`src/rtl/keyboard_pkg.sv`:
```
// keyboard_pkg: link constants shared by both ends of the keyboard link, plus receiver FSM states
// KEYBOARD_RX_PARITY_EN adds the PARITY state
package keyboard_pkg;
    localparam int KBD_BIT_CYCLES = 5208;
    localparam int KBD_DATA_BITS  = 4;
    typedef enum logic [2:0] {
        ST_IDLE,
        ST_START,
        ST_DATA,
`ifdef KEYBOARD_RX_PARITY_EN
        ST_PARITY,
`endif
        ST_STOP,
        ST_WAIT_IDLE
    } rx_state_e;
endpackage

```
`src/rtl/sync_2ff.sv`:
```
// sync_2ff: two-flop synchronizer with a configurable reset value
module sync_2ff #(
    parameter logic RST_VAL = 1'b0
) (
    input  logic clk,
    input  logic rst,
    input  logic i_d,
    output logic o_q
);
    logic r_meta;
    logic r_q;
    always_ff @(posedge clk) begin
        if (rst) begin
            r_meta <= RST_VAL;
            r_q    <= RST_VAL;
        end else begin
            r_meta <= i_d;
            r_q    <= r_meta;
        end
    end
    assign o_q = r_q;
endmodule

```
`src/rtl/keyboard_rx.sv`:
```
// keyboard_rx: serial frame receiver for the keyboard link, pulses valid per good word
// Define KEYBOARD_RX_PARITY_EN to expect an even-parity bit between data and stop
module keyboard_rx
    import keyboard_pkg::*;
#(
    parameter int BIT_CYCLES = KBD_BIT_CYCLES,
    parameter int DATA_BITS  = KBD_DATA_BITS
) (
    input  logic                 sysclk,
    input  logic                 rst,
    input  logic                 rx_in,
    output logic [DATA_BITS-1:0] data,
    output logic                 valid,
    output logic                 frame_err,
    output logic                 busy
);
    localparam int CW = $clog2(BIT_CYCLES);
    localparam int BW = $clog2(DATA_BITS + 1);
`ifdef KEYBOARD_RX_PARITY_EN
    localparam rx_state_e AFTER_DATA = ST_PARITY;
`else
    localparam rx_state_e AFTER_DATA = ST_STOP;
`endif

    rx_state_e            r_state, w_next;
    logic [CW-1:0]        r_cnt;
    logic [BW-1:0]        r_bit;
    logic [DATA_BITS-1:0] r_shift, r_data;
    logic                 r_valid, r_ferr;
    logic                 w_rx, w_half, w_full, w_last, w_stop_hit, w_good, w_perr;

    sync_2ff #(.RST_VAL(1'b1)) u_sync (
        .clk(sysclk),
        .rst(rst),
        .i_d(rx_in),
        .o_q(w_rx)
    );

    assign w_half     = r_cnt == CW'(BIT_CYCLES / 2 - 1);
    assign w_full     = r_cnt == CW'(BIT_CYCLES - 1);
    assign w_last     = r_bit == BW'(DATA_BITS - 1);
    assign w_stop_hit = r_state == ST_STOP && w_full;
    assign w_good     = w_stop_hit && w_rx && !w_perr;

    always_comb begin
        w_next = r_state;
        case (r_state)
            ST_IDLE:      w_next = w_rx ? ST_IDLE : ST_START;
            ST_START:     if (w_half) w_next = w_rx ? ST_IDLE : ST_DATA;
            ST_DATA:      if (w_full && w_last) w_next = AFTER_DATA;
`ifdef KEYBOARD_RX_PARITY_EN
            ST_PARITY:    if (w_full) w_next = ST_STOP;
`endif
            ST_STOP:      if (w_full) w_next = w_rx ? ST_IDLE : ST_WAIT_IDLE;
            ST_WAIT_IDLE: w_next = w_rx ? ST_IDLE : ST_WAIT_IDLE;
            default:      w_next = ST_IDLE;
        endcase
    end

    always_ff @(posedge sysclk) begin
        if (rst) begin
            r_state <= ST_IDLE;
            r_cnt   <= '0;
            r_bit   <= '0;
            r_shift <= '0;
            r_data  <= '0;
            r_valid <= 1'b0;
            r_ferr  <= 1'b0;
        end else begin
            r_state <= w_next;
            // restart the bit timer on every state change and at each mid-bit sample
            r_cnt   <= (r_state == ST_IDLE || w_next != r_state || w_full) ? '0 : r_cnt + CW'(1);
            r_bit   <= (r_state != ST_DATA) ? '0 : (w_full ? r_bit + BW'(1) : r_bit);
            if (r_state == ST_DATA && w_full)
                r_shift <= {w_rx, r_shift[DATA_BITS-1:1]};
            if (w_good)
                r_data <= r_shift;
            r_valid <= w_good;
            r_ferr  <= w_stop_hit && !w_good;
        end
    end

`ifdef KEYBOARD_RX_PARITY_EN
    logic r_perr;
    always_ff @(posedge sysclk) begin
        if (rst)
            r_perr <= 1'b0;
        else if (r_state == ST_START)
            r_perr <= 1'b0;
        else if (r_state == ST_PARITY && w_full)
            r_perr <= ^r_shift ^ w_rx;
    end
    assign w_perr = r_perr;
`else
    assign w_perr = 1'b0;
`endif

    assign data      = r_data;
    assign valid     = r_valid;
    assign frame_err = r_ferr;
    assign busy      = r_state != ST_IDLE;
endmodule
```
`config.mk`:
```
export PLATFORM = sky130hd
export DESIGN_NAME = keyboard_rx
export DESIGN_NICKNAME = d
export VERILOG_FILES = /design/src/rtl/keyboard_pkg.sv /design/src/rtl/sync_2ff.sv /design/src/rtl/keyboard_rx.sv
export SDC_FILE = /design/constraint.sdc
export NUM_CORES = 1
export LEC_CHECK = 0
export BUFFER_PORTS_ARGS = -buffer_cell sky130_fd_sc_hd__buf_2
export CORE_MARGIN = 2
export CORE_UTILIZATION = 32
export CTS_CLUSTER_DIAMETER = 100
export CTS_CLUSTER_SIZE = 28
export DETAILED_ROUTE_END_ITERATION = 12
export SETUP_SLACK_MARGIN = 0.15
export SLEW_MARGIN = 0
export SYNTH_ARGS = -nofsm -noshare
export SYNTH_HDL_FRONTEND = slang
export SYNTH_SLANG_ARGS = --single-unit
```
`constraint.sdc`:
```
create_clock -name sysclk -period 2.61 [get_ports sysclk]
set_input_delay 0.522 -clock sysclk [delete_from_list [all_inputs] [get_ports sysclk]]
set_output_delay 0.522 -clock sysclk [all_outputs]
set_load 0.02 [all_outputs]
```
==> results.toml <==
[cts]
clock_sinks = 31
cts_tree = "yes"
post_cts_buffers = 0
clockBufferDepth = 2
root_buffer = "clkbuf_8"
clkTransAtPathRegs_ns = 0.06
clk_latency_ns = 0.28
cts-resized-gates = 0
cts_inserted_buffers = 5
postCtsHoldBufs = 0
htreeDepth = 2

[layout]
drive_above_1_share_pct = 17.0
antenna_cells = 0
area_growth_pct = 11.3
layout.cells.non_filler = 223
layout.nets = 176

[sta]
hold_viol = 0
period_share_pct = 83.4
setup_tns_ns = 0
holdWs_ns = 0.408
skew_ns = 0.00508
fmax_mhz = 460
fin_crit_ns = 2.18
rsz0062_at_grt = "no"
max-slew-margin-rel_pct = 40.9
drv_slew = 0
fin_ws_ns = 0.434
worstMarginPinSlew_ns = 0.885
setup_viol_count_final = 0

[detailed_routing]
dr.pass1.iters = 4
vias = 1146
wl_per_cell_um = 12.5
drtAntennaViolNets = 0
drt_iter0_drc = 84
post_drt_via_cell_ratio = 5.14
routed_wl_um = 2790
drc = 0

[grt]
grt_pass1_wl_um = 4820
first_global_vias = 997
grt_remaining_overflow = 0
grt_util_all_layers_pct = 12.2
antenna_found_initial = 0
grt_max_degree = 21

[pwr]
p_total_uw = 864
leakage_nw = 0.533
ir_drop_v = 0.000153
powerDensity_nw_per_um2 = 531

[logic_synthesis]
syn_avg_cell_area_um2 = 9.19
ys_seq_elements = 31
synth_top_area_share_pct = 42.5
ys_types = 38
synth_sequential_area_ratio_pct = 42.5
yosysWarnings = 0
yosysTopAreaCell = "dfxtp_1"
syn_area_um2 = 1460
ys_top_cells_by_area = "dfxtp_1 (42%), xnor2_1 (6.6%), nor3_1 (4.5%)"
syn-num-nets = 165
synthCells = 159

[placed_design]
dp_hpwl_um = 1870
dp_slack_ns = 0.426
place.port_buffers = 9
dp_cells = 215
routabilityCongestion = 0.703

[floorplan]
initial_core_util_pct = 33.3
die_h_um = 71.6
ios = 10
core_area_um2 = 4380
die-width_um = 71.6
dieArea_um2 = 5120
core.rowCount = 24

[worst_hold_path]
min-delay-path-class = "flip-flop to flip-flop"
holdPathStages = 1

[critical_path]
r2r_cells = 4
required_ns = 2.74
worstSetupPathType = "flip-flop to flip-flop"
cp-start-kind = "flip-flop"
end_kind = "flip-flop"
path_max_fanout = 13
crit_arrival_ns = 2.31

[run_status]
status = "complete, no violations"

[run]
cap_violations = 0
## synth_stat cells
master and number:
a2111oi_1 1, a21oi_1 11, a32oi_1 1, and3_1 1, and4bb_2 1, buf_6 3, clkbuf_1 6, dfxtp_1 31
ha_1 3, inv_1 4, mux2i_1 2, nand2_1 3, nand2b_1 5, nand3_1 12, nand4_1 2, nand4b_1 4
nor2_1 16, nor2b_1 2, nor3_1 13, nor3b_1 1, nor4_1 1, nor4_4 2, nor4b_1 1, nor4bb_1 1
o211a_1 1, o21ai_0 7, o21ai_1 1, o21bai_1 1, o311ai_2 1, o32ai_1 1, or2_2 3, or3_1 1
or3b_2 1, or4_4 1, or4b_1 1, or4b_4 1, xnor2_1 11, xor2_1 1
## cell type report
cell class	count	area, um^2
sequential	31	621
tap	52	65.1
multi-input combinational	115	769
clock buffer	7	76.3
timing repair buffer	13	75.1
clock inverter	1	5.00
fill	451	2760
inverter	4	15.0
## cell usage in the layout, fill, tap and decap left out, types with 2 or more instances in the layout
cell type | synthesis | layout
a21oi_1 | 11 | 11
buf_2 | 0 | 9
buf_4 | 0 | 4
clkbuf_1 | 6 | 2
clkbuf_8 | 0 | 5
dfxtp_1 | 31 | 31
ha_1 | 3 | 3
inv_1 | 4 | 4
mux2i_1 | 2 | 2
nand2_1 | 3 | 3
nand2b_1 | 5 | 5
nand3_1 | 12 | 12
nand4_1 | 2 | 2
nand4b_1 | 4 | 4
nor2_1 | 16 | 16
nor2b_1 | 2 | 2
nor3_1 | 13 | 13
nor4_4 | 2 | 2
o21ai_0 | 7 | 7
or2_2 | 3 | 3
xnor2_1 | 11 | 11
## stage by stage
step	util [%]	cell area, um^2
floorplan	-	1460
finish	37.1	1630
detailed placement	35.2	1550
global placement	35.2	1550
CTS	37.1	1630
global route	37.1	1630
## per-layer routing
metal	vias up	wire, um	share of wire (%)	global-route usage (%)
met4	0	17	0.61	6.29
met2	22	1210	43	16.5
met3	4	113	4.0	3.80
met1	529	1450	52	17.3
met5	-	0	0	0
li1	591	-	-	-
## report_power, final
part / switching [mW] / total (mW) / internal, mW
Clock: 0.177 / 0.364 / 0.187
Combinational: 0.0141 / 0.0225 / 0.00842
Sequential: 0.00228 / 0.478 / 0.476
Total: 0.193 / 0.864 / 0.671
## path summary, 6_finish.rpt
path                                          startpoint               endpoint  slack [ns]
worst max-delay path                r_cnt[11]$_SDFF_PP0_   r_cnt[11]$_SDFF_PP0_        0.43
worst min-delay path            u_sync.r_meta$_SDFF_PP1_  u_sync.o_q$_SDFF_PP1_        0.41
worst max register to register      r_cnt[11]$_SDFF_PP0_   r_cnt[11]$_SDFF_PP0_        0.43
worst min register to register  u_sync.r_meta$_SDFF_PP1_  u_sync.o_q$_SDFF_PP1_        0.41
## sequential cells by signal, indices dropped and copies added, names as in the netlist
register,flops
data,4
frame_err,1
r_bit,3
r_cnt,13
r_shift,4
r_state,3
u_sync.o_q,1
u_sync.r_meta,1
valid,1
## logic make-up (layout without fill, tap and decap cells)
kind of cell	count (synthesis)	after routing	synth area share, %
and+or+nand+nor	73	73	30.8
DFF	31	31	42.5
AOI/OAI and AO/OA	25	25	10.7
buffers and inverters	13	25	4.88
xor gates and xnor gates	12	12	7.19
adders and majority gates	3	3	2.57
muxes	2	2	1.37
## critical path, cell delays in order, from the launching register on
cell      delay, ns
dfxtp_1        0.41
nor4bb_1       0.43
nand3_1        0.23
o311ai_2       0.82
nor3_1         0.14
Note: power is estimated with default switching activity, not from simulation.
